`src/rtl/cpu_pkg.sv`:
```
// Shared definitions for the sequential CPU control unit: opcode map,
// ALU function encodings, FSM states and the registered control bundle.
package cpu_pkg;

  // Opcode map of the extended instruction set.
  localparam logic [7:0] OP_LOADI = 8'h00;
  localparam logic [7:0] OP_MOV   = 8'h01;
  localparam logic [7:0] OP_ADD   = 8'h02;
  localparam logic [7:0] OP_SUB   = 8'h03;
  localparam logic [7:0] OP_AND   = 8'h04;
  localparam logic [7:0] OP_OR    = 8'h05;
  localparam logic [7:0] OP_J     = 8'h06;
  localparam logic [7:0] OP_BEQ   = 8'h07;
  localparam logic [7:0] OP_LWD   = 8'h08;
  localparam logic [7:0] OP_LWI   = 8'h09;
  localparam logic [7:0] OP_SWD   = 8'h0A;
  localparam logic [7:0] OP_SWI   = 8'h0B;
  localparam logic [7:0] OP_BNE   = 8'h0C;
  localparam logic [7:0] OP_SLL   = 8'h0D;
  localparam logic [7:0] OP_SRL   = 8'h0E;
  localparam logic [7:0] OP_ROR   = 8'h0F;

  // ALU function select encodings.
  localparam logic [2:0] ALU_FWD = 3'b000;
  localparam logic [2:0] ALU_ADD = 3'b001;
  localparam logic [2:0] ALU_AND = 3'b010;
  localparam logic [2:0] ALU_OR  = 3'b011;
  localparam logic [2:0] ALU_SLL = 3'b100;
  localparam logic [2:0] ALU_SRL = 3'b101;
  localparam logic [2:0] ALU_ROR = 3'b110;

  // Controller states: decoding new instructions, or waiting on data memory.
  typedef enum logic {
    S_DECODE = 1'b0,
    S_MEM    = 1'b1
  } state_t;

  // Control signals driven towards the datapath.
  typedef struct packed {
    logic [2:0] aluop;
    logic       write_enable;
    logic       mux_comp;
    logic       mux_imm;
    logic       mux_mem;
    logic       j_trigger;
    logic       beq_trigger;
    logic       bne_trigger;
    logic       mem_read;
    logic       mem_write;
  } ctrl_t;

endpackage

```
`src/rtl/opcode_decoder.sv`:
```
// Combinational opcode decoder: maps an opcode to its control bundle and
// flags memory-access and undefined opcodes.
module opcode_decoder
  import cpu_pkg::*;
#(
  parameter int unsigned OPCODE_WIDTH = 8
) (
  input  logic [OPCODE_WIDTH-1:0] opcode,
  output ctrl_t                   ctrl,
  output logic                    is_mem,
  output logic                    is_illegal
);

  // Decode table; anything outside the map is reported as illegal.
  always_comb begin
    // NOTE: every output gets a default before the case so no path leaves a
    // signal unassigned, which would otherwise infer a latch.
    ctrl       = '0;
    is_illegal = 1'b0;
    case (opcode)
      OPCODE_WIDTH'(OP_LOADI): begin ctrl.mux_imm = 1'b1; ctrl.write_enable = 1'b1; end
      OPCODE_WIDTH'(OP_MOV):   begin ctrl.aluop = ALU_FWD; ctrl.write_enable = 1'b1; end
      OPCODE_WIDTH'(OP_ADD):   begin ctrl.aluop = ALU_ADD; ctrl.write_enable = 1'b1; end
      OPCODE_WIDTH'(OP_SUB):   begin
        ctrl.aluop = ALU_ADD; ctrl.mux_comp = 1'b1; ctrl.write_enable = 1'b1;
      end
      OPCODE_WIDTH'(OP_AND):   begin ctrl.aluop = ALU_AND; ctrl.write_enable = 1'b1; end
      OPCODE_WIDTH'(OP_OR):    begin ctrl.aluop = ALU_OR;  ctrl.write_enable = 1'b1; end
      OPCODE_WIDTH'(OP_J):     ctrl.j_trigger = 1'b1;
      OPCODE_WIDTH'(OP_BEQ):   begin
        ctrl.aluop = ALU_ADD; ctrl.mux_comp = 1'b1; ctrl.beq_trigger = 1'b1;
      end
      OPCODE_WIDTH'(OP_LWD):   begin ctrl.mem_read = 1'b1; ctrl.mux_mem = 1'b1; end
      OPCODE_WIDTH'(OP_LWI):   begin
        ctrl.mux_imm = 1'b1; ctrl.mem_read = 1'b1; ctrl.mux_mem = 1'b1;
      end
      OPCODE_WIDTH'(OP_SWD):   ctrl.mem_write = 1'b1;
      OPCODE_WIDTH'(OP_SWI):   begin ctrl.mux_imm = 1'b1; ctrl.mem_write = 1'b1; end
      OPCODE_WIDTH'(OP_BNE):   begin
        ctrl.aluop = ALU_ADD; ctrl.mux_comp = 1'b1; ctrl.bne_trigger = 1'b1;
      end
      OPCODE_WIDTH'(OP_SLL):   begin
        ctrl.aluop = ALU_SLL; ctrl.mux_imm = 1'b1; ctrl.write_enable = 1'b1;
      end
      OPCODE_WIDTH'(OP_SRL):   begin
        ctrl.aluop = ALU_SRL; ctrl.mux_imm = 1'b1; ctrl.write_enable = 1'b1;
      end
      OPCODE_WIDTH'(OP_ROR):   begin
        ctrl.aluop = ALU_ROR; ctrl.mux_imm = 1'b1; ctrl.write_enable = 1'b1;
      end
      default:                 is_illegal = 1'b1;
    endcase
  end

  // Memory instructions are exactly those that raise a request strobe.
  assign is_mem = ctrl.mem_read | ctrl.mem_write;

endmodule

```
`src/rtl/seq_control_unit.sv`:
```
// Registered control unit: decodes instructions, holds memory requests and
// stalls the PC while data memory is busy, with a timeout abort.
module seq_control_unit
  import cpu_pkg::*;
#(
  parameter int unsigned OPCODE_WIDTH = 8,
  parameter int unsigned ALUOP_WIDTH  = 3,
  parameter int unsigned MEM_TIMEOUT  = 255,
  parameter int unsigned CNT_WIDTH    = 8
) (
  input  logic                    CLK,
  input  logic                    RESET,
  input  logic [OPCODE_WIDTH-1:0] OPCODE,
  input  logic                    INSTR_VALID,
  input  logic                    BUSYWAIT,
  output logic [ALUOP_WIDTH-1:0]  ALUOP,
  output logic                    WRITEENABLE,
  output logic                    MUXCOMP,
  output logic                    MUXIMM,
  output logic                    MUXMEM,
  output logic                    J_TRIGGER,
  output logic                    BEQ_TRIGGER,
  output logic                    BNE_TRIGGER,
  output logic                    MEM_READ,
  output logic                    MEM_WRITE,
  output logic                    PC_STALL,
  output logic                    ILLEGAL,
  output logic                    MEM_ERR
);

  localparam logic [CNT_WIDTH-1:0] TIMEOUT_CNT = CNT_WIDTH'(MEM_TIMEOUT);

  state_t                state_q, state_d;
  logic [CNT_WIDTH-1:0]  cnt_q, cnt_d, cnt_inc;
  ctrl_t                 ctrl_q, ctrl_d, dec_ctrl;
  logic                  stall_q, stall_d;
  logic                  illegal_q, illegal_d;
  logic                  err_q, err_d;
  logic                  dec_is_mem, dec_is_illegal;

  opcode_decoder #(.OPCODE_WIDTH(OPCODE_WIDTH)) u_decoder (
    .opcode     (OPCODE),
    .ctrl       (dec_ctrl),
    .is_mem     (dec_is_mem),
    .is_illegal (dec_is_illegal)
  );

  assign cnt_inc = cnt_q + CNT_WIDTH'(1);

  // Next state and next registered outputs; strobes default to idle each cycle.
  always_comb begin
    state_d   = state_q;
    cnt_d     = cnt_q;
    ctrl_d    = '0;
    stall_d   = 1'b0;
    illegal_d = 1'b0;
    err_d     = err_q;
    case (state_q)
      S_DECODE: begin
        if (INSTR_VALID) begin
          if (dec_is_illegal) begin
            illegal_d = 1'b1;
          end else begin
            // Memory opcodes decode with WRITEENABLE low and ALUOP forward.
            ctrl_d = dec_ctrl;
            if (dec_is_mem) begin
              stall_d = 1'b1;
              cnt_d   = '0;
              state_d = S_MEM;
            end
          end
        end
      end
      S_MEM: begin
        cnt_d = cnt_inc;
        if (!BUSYWAIT) begin
          // Access done: a load writes the memory data back for one cycle.
          if (ctrl_q.mem_read) begin
            ctrl_d.write_enable = 1'b1;
            ctrl_d.mux_mem      = 1'b1;
          end
          state_d = S_DECODE;
        end else if (cnt_inc == TIMEOUT_CNT) begin
          err_d   = 1'b1;
          state_d = S_DECODE;
        end else begin
          ctrl_d  = ctrl_q;
          stall_d = 1'b1;
        end
      end
      default: state_d = S_DECODE;
    endcase
  end

  // State, counter and output registers.
  always_ff @(posedge CLK or posedge RESET) begin
    if (RESET) begin
      state_q   <= S_DECODE;
      cnt_q     <= '0;
      ctrl_q    <= '0;
      stall_q   <= 1'b0;
      illegal_q <= 1'b0;
      err_q     <= 1'b0;
    end else begin
      // NOTE: non-blocking assignments so every register samples the values
      // computed from the previous cycle's state, independent of order.
      state_q   <= state_d;
      cnt_q     <= cnt_d;
      ctrl_q    <= ctrl_d;
      stall_q   <= stall_d;
      illegal_q <= illegal_d;
      err_q     <= err_d;
    end
  end

  assign ALUOP       = ALUOP_WIDTH'(ctrl_q.aluop);
  assign WRITEENABLE = ctrl_q.write_enable;
  assign MUXCOMP     = ctrl_q.mux_comp;
  assign MUXIMM      = ctrl_q.mux_imm;
  assign MUXMEM      = ctrl_q.mux_mem;
  assign J_TRIGGER   = ctrl_q.j_trigger;
  assign BEQ_TRIGGER = ctrl_q.beq_trigger;
  assign BNE_TRIGGER = ctrl_q.bne_trigger;
  assign MEM_READ    = ctrl_q.mem_read;
  assign MEM_WRITE   = ctrl_q.mem_write;
  assign PC_STALL    = stall_q;
  assign ILLEGAL     = illegal_q;
  assign MEM_ERR     = err_q;

endmodule
```
`config.mk`:
```
export PLATFORM = sky130hd
export DESIGN_NAME = seq_control_unit
export DESIGN_NICKNAME = d
export VERILOG_FILES = /design/src/rtl/cpu_pkg.sv /design/src/rtl/opcode_decoder.sv /design/src/rtl/seq_control_unit.sv
export SDC_FILE = /design/constraint.sdc
export NUM_CORES = 1
export LEC_CHECK = 0
export CORE_ASPECT_RATIO = 1.1
export CORE_MARGIN = 2
export CORE_UTILIZATION = 36
export CTS_BUF_LIST = sky130_fd_sc_hd__clkbuf_8
export DETAILED_ROUTE_END_ITERATION = 8
export PLACE_DENSITY = 0.63
export SYNTH_ARGS = -nofsm -noshare
export SYNTH_HDL_FRONTEND = slang
export SYNTH_HIERARCHICAL = 1
export SYNTH_SLANG_ARGS = --single-unit
```
`constraint.sdc`:
```
create_clock -name CLK -period 1.9 [get_ports CLK]
set_clock_uncertainty 0.15 [all_clocks]
set_input_delay 0.57 -clock CLK [delete_from_list [all_inputs] [get_ports CLK]]
set_output_delay 0.57 -clock CLK [all_outputs]
set_load 0.1 [all_outputs]
```
==> results of run 1 <==
## repair_timing
item / in CTS / in global routing
setup buffers: 0 / 1
gates resized for setup: 7 / 7
pin swaps: 3 / 3
endpoints found under the setup margin: 21 / 14
## path summary, 6_finish.rpt
kind,end,slack [ns],cells after the start
max,MUXMEM,0.05,6
min,cnt_q[5],0.37,1
min in group asynchronous,MEM_ERR,0.45,2
max reg2reg,MUXMEM,0.05,6
max in group asynchronous,MUXCOMP,0.68,3
min reg2reg,cnt_q[5],0.37,1
## cells in the final DEF (no fill, tap or decap), drive strengths merged, types with 4 or more instances in the layout
master | synthesis | final
nand3 | 6 | 6
clkdlybuf4s50 | 0 | 6
and3 | 4 | 4
nor2 | 9 | 9
buf | 6 | 35
nand2 | 33 | 33
inv | 5 | 5
dfrtp | 23 | 23
o21ai | 22 | 22
a21oi | 6 | 6
## layer usage
metal / wire (um) / vias up / track usage, %
met5: 0 / - / 0
met4: 10 / 0 / 5.053
met3: 105 / 2 / 3.065
met2: 1485 / 15 / 26.71
met1: 1372 / 556 / 22.65
li1: - / 584 / -
## worst max-delay path, cell delays in order (launching register included)
cell	delay [ns]
dfrtp_1	0.36
ha_2	0.21
nand3_2	0.10
or3_4	0.40
a211oi_4	0.24
buf_12	0.19
o21ai_1	0.08
## where the power goes
| group | switching [uW] | internal [uW] |
|---|---|---|
| clock | 160 | 146 |
| combinational | 82.8 | 75.4 |
| sequential | 12.9 | 501 |
| total | 255 | 723 |
## cells by family (layout without fill, tap and decap cells)
family | Yosys count | count (layout)
compound gates | 37 | 37
xor+xnor | 3 | 3
flops | 23 | 23
buf+inv | 14 | 55
mux | 2 | 2
simple gates | 65 | 65
fa+ha+maj | 2 | 2
## stage by stage
stage                     instance area [um^2]  setup WS, ns  util (%)  hold WS [ns]
after detailed placement                  1927       -0.4460     54.00        0.3595
after floorplan                           1329      0.003643         -        0.3150
final                                     2014       0.04857     56.45        0.3655
after CTS                                 1988      0.005326     55.72        0.3674
after global routing                      2014      0.006260     56.45        0.3916
after global placement                    1927       -0.4193     54.00        0.3406
## final cells by class
type,instances,area (um^2),area share (%)
repair buffers,46,599.3,29.75
clock inverters,1,5.005,0.2484
inverters,5,18.77,0.9317
clock buffers,3,41.29,2.050
well taps,50,62.56,3.106
flip-flops and latches,23,579.3,28.76
multi-input cells,109,708.2,35.16
## synth_stat cells (2+ instances only)
library cell	count
buf_2	4
a21o_1	3
mux2i_1	2
o21ai_2	10
nand2_1	33
inv_1	3
a21oi_1	6
and3b_1	2
a31oi_1	2
dfrtp_1	23
nand3_1	5
o21ai_1	4
o21ai_0	8
nand4_1	2
and2_1	2
and3_2	2
inv_2	2
and3_1	2
ha_1	2
clkbuf_1	3
xor2_1	3
nor2_1	9
==> flow_summary.yaml, run 1 <==
clocking:
  clock_latency_ns: 0.26
  htreeDepth: 1
  clockBufferDepth: 2
  hold_buffers: 0
  numCtsBuffers: 3
  root_buffer: "clkbuf_8"
  clk_pin_slew_ns: 0.08
  cts_tree: "yes"
  cts_sinks: 23
power:
  power.density_nw_per_um2: 485.7
  p_leak_uw: 0.0008917
  total_power_uw: 978.4
  ir_drop_uv: 223.0
synth:
  synthArstFlopShare_pct: 100.0
  synthXorXnorAreaFrac_pct: 1.998
  synthesis.area_um2: 1315
  synthMuxAreaShare_pct: 1.522
  synth_area_leaders: "dfrtp_1, nand2_1, o21ai_2"
  synth_fa_ha_area_share_pct: 1.903
  synth_nets: 160
  syn_area_per_cell_um2: 9.007
  synth_top_area_cell: "dfrtp_1"
  synthSimpleGateAreaFrac_pct: 25.21
  synth-edff-count: 0
  synth_top_family_by_area: "simple AND/OR/NAND/NOR gates"
  synth_cells: 146
  synth_compound_area_share_pct: 20.08
  yosysUniqueCellTypes: 36
  synthFlopType: "dfrtp_1"
  ys_ff_latch: 23
  yosysSeqAreaShare_pct: 43.77
  synth_top_area_share_pct: 43.77
  ys_warn_count: 6
timing:
  fmax_mhz: 540.1
  worst_pin_slew_ns: 0.4349
  rsz0062_at_grt: "no"
  slew-limit-headroom_pct: 70.97
  fin_crit_ns: 1.851
  setup_tns_ns: 0
  finalHoldViolCount: 0
  drv_slew: 0
  report.final.setup_viol: 0
  fin_crit_sh_pct: 97.44
grt:
  grt_pass1_wl_um: 5181
  grt_overflow: 0
  grt_max_degree: 15
  grt_pass1_vias: 1178
  grt_usage_pct: 16.67
  antenna_found_initial: 0
worst_setup_path:
  endpoint_kind: "flop"
  startpoint_type: "flop"
  required_ns: 1.91
  criticalPathCategory: "reg -> reg"
  rr_startpoint: "cnt_q[0]"
  startpoint: "cnt_q[0]"
  path_max_fanout: 14
  crit_arrival_ns: 1.86
routing:
  drt-initial-drc-count: 29
  firstDrtPassIters: 4
  wire_per_inst_um: 12.55
  drc: 0
  via_per_inst: 4.882
  num_vias: 1157
  routed_wl_um: 2974
  drtAntennaViolNets: 0
placed_design:
  io_buffers: 26
  place_inst: 232
  gp_congestion: 0.8094
  hpwl_um: 2251
floorplan:
  coreArea_um2: 3568
  ios: 27
  num_rows: 23
  fp.dieW_um: 61.63
  die_y_um: 67.39
  die_area_um2: 4153
  start_util_pct: 36.85
layout:
  top_register: "cnt_q"
  nets: 202
  num_antenna_cells: 0
  drive_gt1_share_pct: 36.90
  fillers: 329
  syn2layout_area_growth_pct: 53.19
  fin_cells: 237
  largest_register_ffs: 8
status:
  status: "completed"
worst_hold_path:
  hold_path_class: "reg -> reg"
  worst_hold_startpoint: "cnt_q[5]"
flow_run:
  drv_cap: 0
Note: power is estimated with default switching activity, not from simulation.
==> run 2, diff against run 1 <==
- CORE_MARGIN: 2 -> 5
- PLACE_DENSITY: 0.63 -> 0.61
- clock period: 1.9 -> 1.72 ns (I/O delays scaled with it)
==> flow_summary.yaml, run 2 (synthesis gave the netlist of run 1 again) <==
timing:
  worst_pin_slew_ns: 0.3175
  drv_slew: 0
  slew-limit-headroom_pct: 78.69
  fmax_mhz: 550.2
  rsz0062_at_grt: "yes"
  fin_crit_ns: 1.818
  finalHoldViolCount: 0
  fin_crit_sh_pct: 105.7
  setup_ws_ns: -0.09764
  report.final.setup_viol: 14
clocking:
  clock_latency_ns: 0.27
  numCtsBuffers: 3
  clk_pin_slew_ns: 0.09
  cts_sinks: 23
  cts_tree: "yes"
  root_buffer: "clkbuf_8"
  htreeDepth: 1
  clockBufferDepth: 2
layout:
  top_register: "cnt_q"
  largest_register_ffs: 8
  num_antenna_cells: 0
  syn2layout_area_growth_pct: 54.90
  final_common_cell: "nand2_1"
  nets: 208
  final_cell_mix: "nand2_1, buf_4, dfrtp_1, buf_12, o21ai_2"
  drive_gt1_share_pct: 38.86
  final_cell_area_um2: 2037
grt:
  grt_overflow: 0
  grt_pass1_vias: 1245
  antenna_found_initial: 0
  grt_max_degree: 24
  grt_usage_pct: 16.14
  grt_pass1_wl_um: 6037
flow_run:
  drv_cap: 0
power:
  ir_drop_uv: 242.9
  p_leak_uw: 0.0009028
  power.density_nw_per_um2: 544.2
  total_power_uw: 1108
placed_design:
  io_buffers: 26
  gp_congestion: 0.8123
  hpwl_um: 2557
  placed_cell_area_um2: 1958
status:
  status: "complete, but fails checks"
  violations: "negative setup slack"
routing:
  num_vias: 1200
  drc: 0
  drt-initial-drc-count: 92
  wire_per_inst_um: 14.32
  via_per_inst: 4.938
  routed_wl_um: 3480
  drtAntennaViolNets: 0
  firstDrtPassIters: 4
floorplan:
  num_rows: 23
  fp.dieW_um: 67.63
  die_y_um: 73.39
  ios: 27
  start_util_pct: 36.56
  die_area_um2: 4963
  coreArea_um2: 3597
worst_setup_path:
  criticalPathCategory: "reg -> reg"
  endpoint_kind: "flop"
  crit_arrival_ns: 1.83
  startpoint_type: "flop"
  required_ns: 1.73
  r2r_cells: 6
  reg2reg_to: "MUXIMM"
  regToRegSetupSlack_ns: -0.1
  path_max_fanout: 14
  rr_startpoint: "cnt_q[1]"
worst_hold_path:
  worst_hold_startpoint: "cnt_q[5]"
  min_to: "cnt_q[5]"
  min_path_cells: 1
  hold_path_class: "reg -> reg"
[run 2: cell count changes in the layout (fill, tap and decap cells not counted), sizes merged]
cell,previous run,this run
dlymetal6s2s,2,0
dlygate4sd2,3,2
clkdlybuf4s15,0,1
buf,35,42
clkbuf,3,4
[run 2: power by group]
group          internal (uW)  leakage [uW]  total, uW  switching, uW
Sequential               554      0.000288        564           10.6
Combinational           89.1      0.000589        190            101
Clock                    162     0.0000255        354            191
Total                    805      0.000903       1110            303
[run 2: how the worst max path moves through the flow]
stage,startpoint,endpoint,slack (ns)
2_1_floorplan,cnt_q[0],WRITEENABLE,-0.1
3_3_place_gp,OPCODE[6],WRITEENABLE,-0.47
3_5_place_dp,OPCODE[6],WRITEENABLE,-0.51
4_1_cts,cnt_q[1],MUXMEM,-0.1
5_1_grt,cnt_q[1],BEQ_TRIGGER,-0.17
6_report,cnt_q[1],MUXIMM,-0.1
[run 2: final cells by class]
class | count | area (um^2)
Clock buffer | 3 | 41.29
Inverter | 5 | 18.77
Clock inverter | 1 | 5.005
Timing Repair Buffer | 52 | 630.6
Tap cell | 50 | 62.56
Fill cell | 327 | 1560
Sequential cell | 23 | 579.3
Multi-Input combinational cell | 109 | 699.4
[run 2: metal layers]
| layer | up-vias | routed length (um) | global-route usage (%) | part of all wire, % |
|---|---|---|---|---|
| met5 | - | 0 | 0 | 0 |
| met1 | 578 | 1522 | 20.52 | 44 |
| li1 | 595 | - | - | - |
| met2 | 22 | 1822 | 27.46 | 52 |
| met4 | 0 | 49 | 4.730 | 1.4 |
| met3 | 5 | 86 | 3.058 | 2.5 |
[run 2: timing repair]
action,in CTS,in global routing
setup endpoints to repair,22,21
pin swaps,4,2
hold buffers,0,0
gates resized for setup,9,4
setup buffers,2,3
[run 2: stage by stage]
stage               setup WS (ns)  TNS, ns  util, %  std cells  hold slack (ns)
detailed placement        -0.5111   -9.889    54.43        234           0.3488
floorplan                -0.09806   -1.092        -        146           0.3180
finish                   -0.09764   -1.038    56.63        243           0.3708
global route              -0.1657   -1.916    56.63        243           0.3980
global placement          -0.4664   -9.122    54.43        234           0.3460
CTS                      -0.09516  -0.9260    56.21        240           0.3627
[run 2: critical path, cell delays in order (launching register included)]
cell and delay [ns]:
dfrtp_1 0.37, ha_2 0.22, nand3_2 0.08, or3_4 0.36, a211oi_4 0.26, buf_12 0.19, o21ai_1 0.08
